===== src/rtl/word_serializer_pkg.sv =====
// Shared types and helpers for the word serializer: FSM state, default geometry
// and the mapping from a raw lane count to the effective lane count.
package word_serializer_pkg;

  typedef enum logic [0:0] {
    IDLE = 1'b0,
    SEND = 1'b1
  } state_e;

  localparam int unsigned DEF_LANE_W = 32'd8;
  localparam int unsigned DEF_LANES  = 32'd16;

  // A zero or oversized request means "the whole word".
  function automatic int unsigned eff_count(input int unsigned raw, input int unsigned lanes);
    if ((raw == 32'd0) || (raw > lanes)) begin
      return lanes;
    end else begin
      return raw;
    end
  endfunction

endpackage


===== src/rtl/word_serializer_if.sv =====
// Wide-word input handshake and narrow lane output stream of the word serializer.
// The slave modport is the serializer's view, the master modport the environment's.
interface word_serializer_if #(
  parameter int unsigned LANE_W = word_serializer_pkg::DEF_LANE_W,
  parameter int unsigned LANES  = word_serializer_pkg::DEF_LANES,
  parameter int unsigned CNT_W  = $clog2(LANES) + 1
) ();

  logic                     in_valid;
  logic                     in_ready;
  logic [LANES*LANE_W-1:0]  in_data;
  logic [CNT_W-1:0]         in_count;
  logic                     in_msb_first;
  logic                     out_valid;
  logic                     out_ready;
  logic [LANE_W-1:0]        out_data;
  logic                     out_last;

  modport slave (
    input  in_valid, in_data, in_count, in_msb_first, out_ready,
    output in_ready, out_valid, out_data, out_last
  );

  modport master (
    output in_valid, in_data, in_count, in_msb_first, out_ready,
    input  in_ready, out_valid, out_data, out_last
  );

endinterface


===== src/rtl/word_serializer_lane_mux.sv =====
// LANES-to-1 selector of LANE_W-bit lanes; an out-of-range select yields zero.
module lane_mux
  import word_serializer_pkg::*;
#(
  parameter int unsigned LANE_W = DEF_LANE_W,
  parameter int unsigned LANES  = DEF_LANES,
  parameter int unsigned SEL_W  = $clog2(LANES)
) (
  input  logic [LANES*LANE_W-1:0] data_i,
  input  logic [SEL_W-1:0]        sel_i,
  output logic [LANE_W-1:0]       lane_o
);

  // AND-OR selection keeps every select value defined, including non-power-of-two LANES.
  always_comb begin
    lane_o = {LANE_W{1'b0}};
    for (int k = 0; k < int'(LANES); k++) begin
      lane_o = lane_o | (data_i[k*LANE_W +: LANE_W] & {LANE_W{sel_i == SEL_W'(k)}});
    end
  end

endmodule


===== src/rtl/word_serializer.sv =====
// Captures a wide word and streams a programmable number of its lanes in either order.
// Optional out_parity port is enabled by defining WORD_SERIALIZER_PARITY_EN.
module word_serializer
  import word_serializer_pkg::*;
#(
  parameter int unsigned LANE_W = DEF_LANE_W,
  parameter int unsigned LANES  = DEF_LANES,
  parameter int unsigned CNT_W  = $clog2(LANES) + 1
) (
  input  logic               clk,
  input  logic               nRst,
  word_serializer_if.slave   stream,
`ifdef WORD_SERIALIZER_PARITY_EN
  output logic               out_parity,
`endif
  output logic               busy
);

  localparam int unsigned SEL_W = CNT_W - 1;

  state_e                  state_q, state_d;
  logic [LANES*LANE_W-1:0] word_q, word_d;
  logic [CNT_W-1:0]        n_q, n_d;
  logic [CNT_W-1:0]        idx_q, idx_d;
  logic                    msb_q, msb_d;

  logic                    send_s;
  logic                    last_s;
  logic                    xfer_s;
  logic                    in_ready_s;
  logic                    accept_s;
  logic [CNT_W-1:0]        n_in_s;
  logic [SEL_W-1:0]        sel_s;
  logic [LANE_W-1:0]       lane_s;

  // Physical lane for logical position idx: reversed within the first n lanes when msb-first.
  function automatic logic [SEL_W-1:0] lane_sel(input logic msb,
                                                input logic [CNT_W-1:0] n,
                                                input logic [CNT_W-1:0] idx);
    logic [CNT_W-1:0] pos;
    if (msb) begin
      pos = n - idx - CNT_W'(1'b1);
    end else begin
      pos = idx;
    end
    return pos[SEL_W-1:0];
  endfunction

  assign n_in_s     = CNT_W'(eff_count(32'(stream.in_count), LANES));
  assign send_s     = (state_q == SEND);
  assign last_s     = send_s && (idx_q == (n_q - CNT_W'(1'b1)));
  assign xfer_s     = send_s && stream.out_ready;
  assign in_ready_s = !send_s || (xfer_s && last_s);
  assign accept_s   = stream.in_valid && in_ready_s;
  assign sel_s      = lane_sel(msb_q, n_q, idx_q);

  lane_mux #(
    .LANE_W (LANE_W),
    .LANES  (LANES),
    .SEL_W  (SEL_W)
  ) u_lane_mux (
    .data_i (word_q),
    .sel_i  (sel_s),
    .lane_o (lane_s)
  );

  assign stream.in_ready  = in_ready_s;
  assign stream.out_valid = send_s;
  assign stream.out_last  = last_s;
  assign stream.out_data  = send_s ? lane_s : {LANE_W{1'b0}};
  assign busy             = send_s;

  // State and lane bookkeeping registers.
  always_ff @(posedge clk or negedge nRst) begin
    if (!nRst) begin
      state_q <= IDLE;
      word_q  <= {(LANES*LANE_W){1'b0}};
      n_q     <= {CNT_W{1'b0}};
      idx_q   <= {CNT_W{1'b0}};
      msb_q   <= 1'b0;
    end else begin
      state_q <= state_d;
      word_q  <= word_d;
      n_q     <= n_d;
      idx_q   <= idx_d;
      msb_q   <= msb_d;
    end
  end

  // Next state: capture on acceptance (also on the last transfer for back-to-back words).
  always_comb begin
    state_d = state_q;
    word_d  = word_q;
    n_d     = n_q;
    idx_d   = idx_q;
    msb_d   = msb_q;
    case (state_q)
      IDLE: begin
        if (accept_s) begin
          state_d = SEND;
          word_d  = stream.in_data;
          n_d     = n_in_s;
          msb_d   = stream.in_msb_first;
          idx_d   = {CNT_W{1'b0}};
        end else begin
          state_d = IDLE;
        end
      end
      SEND: begin
        if (xfer_s && last_s) begin
          if (stream.in_valid) begin
            state_d = SEND;
            word_d  = stream.in_data;
            n_d     = n_in_s;
            msb_d   = stream.in_msb_first;
            idx_d   = {CNT_W{1'b0}};
          end else begin
            state_d = IDLE;
          end
        end else if (xfer_s) begin
          idx_d = idx_q + CNT_W'(1'b1);
        end else begin
          idx_d = idx_q;
        end
      end
      default: begin
        state_d = IDLE;
      end
    endcase
  end

`ifdef WORD_SERIALIZER_PARITY_EN
  logic [SEL_W-1:0]  sel_nxt_s;
  logic [LANE_W-1:0] lane_nxt_s;
  logic              par_d;
  logic              par_q;

  function automatic logic lane_parity(input logic [LANE_W-1:0] d);
    return ^d;
  endfunction

  assign sel_nxt_s = lane_sel(msb_d, n_d, idx_d);

  lane_mux #(
    .LANE_W (LANE_W),
    .LANES  (LANES),
    .SEL_W  (SEL_W)
  ) u_lane_mux_nxt (
    .data_i (word_d),
    .sel_i  (sel_nxt_s),
    .lane_o (lane_nxt_s)
  );

  assign par_d = (state_d == SEND) ? lane_parity(lane_nxt_s) : 1'b0;

  // Parity of the lane that will be presented next cycle, so it lines up with out_data.
  always_ff @(posedge clk or negedge nRst) begin
    if (!nRst) begin
      par_q <= 1'b0;
    end else begin
      par_q <= par_d;
    end
  end

  assign out_parity = par_q;
`endif

endmodule


===== src/flat_wrapper.sv =====
// flat-port wrapper written by rule: the top's interface ports become plain ports
module word_serializer_flat import word_serializer_pkg::*;
#(
  parameter int unsigned LANE_W = DEF_LANE_W,
  parameter int unsigned LANES  = DEF_LANES,
  parameter int unsigned CNT_W  = $clog2(LANES) + 1
)
  (clk, nRst, busy, stream_in_valid, stream_in_data, stream_in_count, stream_in_msb_first, stream_out_ready, stream_in_ready, stream_out_valid, stream_out_data, stream_out_last);
  word_serializer_if #(.LANE_W(LANE_W), .LANES(LANES), .CNT_W(CNT_W)) stream_i ();
  input  logic clk;
  input  logic nRst;
  output logic busy;
  input wire logic [$bits(stream_i.in_valid)-1:0] stream_in_valid;
  input wire logic [$bits(stream_i.in_data)-1:0] stream_in_data;
  input wire logic [$bits(stream_i.in_count)-1:0] stream_in_count;
  input wire logic [$bits(stream_i.in_msb_first)-1:0] stream_in_msb_first;
  input wire logic [$bits(stream_i.out_ready)-1:0] stream_out_ready;
  output wire logic [$bits(stream_i.in_ready)-1:0] stream_in_ready;
  output wire logic [$bits(stream_i.out_valid)-1:0] stream_out_valid;
  output wire logic [$bits(stream_i.out_data)-1:0] stream_out_data;
  output wire logic [$bits(stream_i.out_last)-1:0] stream_out_last;
  assign stream_i.in_valid = stream_in_valid;
  assign stream_i.in_data = stream_in_data;
  assign stream_i.in_count = stream_in_count;
  assign stream_i.in_msb_first = stream_in_msb_first;
  assign stream_i.out_ready = stream_out_ready;
  assign stream_in_ready = stream_i.in_ready;
  assign stream_out_valid = stream_i.out_valid;
  assign stream_out_data = stream_i.out_data;
  assign stream_out_last = stream_i.out_last;
  word_serializer #(.LANE_W(LANE_W), .LANES(LANES), .CNT_W(CNT_W)) u_core (.clk(clk), .nRst(nRst), .stream(stream_i), .busy(busy));
endmodule

===== config.mk =====
export PLATFORM = sky130hd
export DESIGN_NAME = word_serializer_flat
export DESIGN_NICKNAME = d
export VERILOG_FILES = /design/src/rtl/word_serializer_pkg.sv /design/src/rtl/word_serializer_if.sv /design/src/rtl/word_serializer_lane_mux.sv /design/src/rtl/word_serializer.sv /design/src/flat_wrapper.sv
export SDC_FILE = /design/constraint.sdc
export NUM_CORES = 1
export LEC_CHECK = 0
export BUFFER_PORTS_ARGS = -buffer_cell sky130_fd_sc_hd__buf_2
export CAP_MARGIN = 20
export CORE_MARGIN = 2
export CORE_UTILIZATION = 35
export DETAILED_ROUTE_END_ITERATION = 8
export GPL_TIMING_DRIVEN = 1
export PLACE_DENSITY = 0.65
export SETUP_SLACK_MARGIN = 0.02
export SLEW_MARGIN = 5
export SYNTH_ARGS = -nofsm -noshare
export SYNTH_HDL_FRONTEND = slang
export SYNTH_SLANG_ARGS = --single-unit

===== constraint.sdc =====
create_clock -name clk -period 3.45 [get_ports clk]
set_input_delay 0.345 -clock clk [delete_from_list [all_inputs] [get_ports clk]]
set_output_delay 0.345 -clock clk [all_outputs]
set_load 0.005 [all_outputs]

==> results.yml <==
outcome:
  status: "finished clean"
sta:
  worstMarginPinSlew_ns: 0.671
  report.final.slew_viol_count: 0
  rsz0062_at_grt: "true"
  timing.max_slew.rel_slack: 0.553
  fin_crit_ns: 3.36
  whs_ns: 0.139
  skew_ns: 0.0120
  setup_viol: 0
  fmax_mhz: 297
  finalHoldViolations: 0
  post-route-period-util: 0.975
yosys:
  syn_nets: 711
  synth-async-reset-ratio: 1.00
  ys_types: 47
  synth_edf_count: 0
  ys_seq_area_frac: 0.471
  postSynthAreaPerCell_um2: 13.1
  synth-seq-cells: 140
  yosys_warnings: 0
  ys.flop_type: "dfrtp_1"
  netlist_instances: 566
  synth_area_um2: 7440
die:
  die-height_um: 150
  dieArea_um2: 22400
  initial_utilization: 0.355
  rows: 53
  die_w_um: 150
  io_pins: 150
  core_area_um2: 21000
power_and_ir_drop:
  p_sw_frac: 0.386
  intPower_mw: 6.44
  p_per_area_nw_per_um2: 1110
  p_sw_mw: 4.05
  power.leakage_nw: 4.48
  vdd_drop_max_uv: 496
  pwr-share-comb: 0.525
  seq_power_share: 0.289
  clock_power_share: 0.186
clock_tree:
  htree_levels: 4
  cts_sinks: 140
  cts.path.max_buffers: 2
  clk_latency_ns: 0.43
  clk_pin_slew_ns: 0.07
  cts_buffers: 17
  cts_tree: "yes"
  clockRootBuffer: "clkbuf_16"
grt:
  first_global_vias: 5577
  overflow: 0
  antenna_found_initial: 1
  grt_pass1_wl_um: 31800
  grt_max_degree: 71
  grt_use_total: 0.189
placed_design:
  finalWeightedCongestion: 0.791
  place_inst: 970
  placed_area_um2: 8520
  io_buffers: 149
  dp_hpwl_um: 14600
drt:
  wl_um: 21300
  vias: 5567
  dr.pass1.iters: 5
  wl_per_cell_um: 20.9
  via_per_inst: 5.47
  drtAntennaViolNets: 0
  drt_iter0_drc: 442
  drc: 0
finish:
  final_util: 0.452
  final_cells: 1018
  synthToLayoutAreaGrowth_pct: 27.4
  fin_area_um2: 9470
  layout_common_cells: "buf_2, dfrtp_1, mux2_2"
  drive_gt1_frac: 0.518
  fin_nets: 873
  layout_commonest_cell: "buf_2"
worst_setup_path:
  worstSetupPathType: "register to output port"
  arrival_ns: 3.02
  end_kind: "output port"
  worstPathRequired_ns: 3.11
  critPathLaunchType: "register"
  cp_max_fo: 11
flow_run:
  cap_viol_max_count: 0
min_path:
  hold_path_class: "input port to register"
[worst paths after layout]
path,slack (ns),start,cells after the start,to
setup / recovery,0.09,u_core.idx_q[0]$_DFFE_PN0P_,12,stream_out_data[0]
hold / removal,0.14,stream_in_data[1],2,u_core.word_q[1]$_DFFE_PN0P_
setup reg to reg,0.52,u_core.n_q[0]$_DFFE_PN0P_,8,u_core.word_q[93]$_DFFE_PN0P_
hold reg to reg,0.51,u_core.word_q[53]$_DFFE_PN0P_,1,u_core.word_q[53]$_DFFE_PN0P_
max in group asynchronous,2.11,nRst,3,u_core.word_q[34]$_DFFE_PN0P_
min in group asynchronous,0.50,nRst,2,u_core.word_q[114]$_DFFE_PN0P_
[kinds of logic (layout without fill, tap and decap cells)]
kind of cell             count (synthesis)  count (layout)  share of synthesized area
multiplexers                           146             146                      0.248
other                                    0               2                          0
flip-flops                             140             140                      0.471
adder cells (fa/ha/maj)                  7               7                     0.0128
AO/OA/AOI/OAI                          123             124                      0.140
XOR/XNOR                                 8               8                     0.0113
buffers and inverters                   57             231                     0.0486
AND/OR/NAND/NOR                         85              85                     0.0685
[state kept, by name, indices dropped and copies added (netlist names)]
| signal | flops |
|---|---|
| u_core.msb_q | 1 |
| u_core.n_q | 5 |
| u_core.word_q | 128 |
| u_core.busy | 1 |
| u_core.idx_q | 5 |
[synthesized netlist by cell type, types with 3 or more instances]
cell type / n / area [um^2]
a21oi_1: 5 / 25.0
o2111a_1: 7 / 78.8
o22ai_1: 10 / 62.6
nor2_1: 3 / 11.3
inv_1: 10 / 37.5
nand2b_1: 4 / 25.0
nor3b_1: 3 / 22.5
a221o_1: 3 / 30.0
and3_1: 45 / 282
nand3_1: 8 / 40.0
o31ai_1: 24 / 180
dfrtp_1: 140 / 3500
a22o_1: 23 / 201
nor2b_1: 4 / 25.0
mux2_2: 76 / 856
or3_1: 4 / 25.0
buf_12: 7 / 140
mux2i_1: 13 / 130
o22a_1: 7 / 61.3
xnor2_1: 5 / 43.8
nand2_1: 6 / 22.5
buf_4: 9 / 67.6
ha_1: 6 / 75.1
a221oi_1: 30 / 263
clkbuf_1: 30 / 113
a21o_1: 4 / 30.0
mux2_4: 57 / 856
[area by class of cell]
type	instances	area [um^2]
timing repair buffer	189	1200
tap	275	344
sequential	140	3500
clock buffer	18	439
multi-input combinational	370	3770
clock inverter	14	183
antenna	2	5.00
inverter	10	37.5
fill	1958	11500
[through the flow]
step	power (mW)	TNS, ns	worst slack [ns]
after global placement	7.61	0	0.384
after global routing	11.0	-0.0618	-0.0305
final	10.5	0	0.0864
after floorplan	6.06	0	0.356
after detailed placement	7.69	0	0.381
after CTS	9.85	0	0.00739
[worst max-delay path: stages, from the launching register on]
cell and delay, ns:
dfrtp_1 0.39, inv_2 0.08, ha_4 0.14, inv_2 0.04, fa_2 0.44, xnor2_4 0.17
buf_6 0.14, buf_12 0.13, and3_1 0.17, o31ai_1 0.33, o2111a_1 0.30, o22ai_1 0.12
buf_2 0.14
[routing by layer]
| layer | vias up | global-route usage | share of wire |
|---|---|---|---|
| met5 | - | 0 | 0 |
| met4 | 0 | 0.0722 | 0.025 |
| met3 | 29 | 0.0433 | 0.060 |
| met2 | 197 | 0.303 | 0.48 |
| met1 | 2830 | 0.250 | 0.43 |
| li1 | 2511 | - | - |
[repair_timing]
item                                    4_1_cts  5_1_grt
resized for setup                            10       20
setup buffers                                 1        8
endpoints found under the setup margin        8        8
pin swaps                                     1        7
endpoints found under the hold margin        67        0
cloned                                        1        2
hold buffers                                  1        0
[power by group through the flow]
| stage | registers [mW] | logic (mW) | clock network, mW |
|---|---|---|---|
| after floorplan | 2.74 | 3.32 | 0 |
| after global placement | 3.02 | 4.59 | 0 |
| after detailed placement | 3.02 | 4.68 | 0 |
| after CTS | 3.01 | 4.87 | 1.98 |
| after global routing | 3.12 | 5.87 | 2.05 |
| final | 3.04 | 5.50 | 1.95 |
No activity file was read; power rests on OpenSTA's default activity.
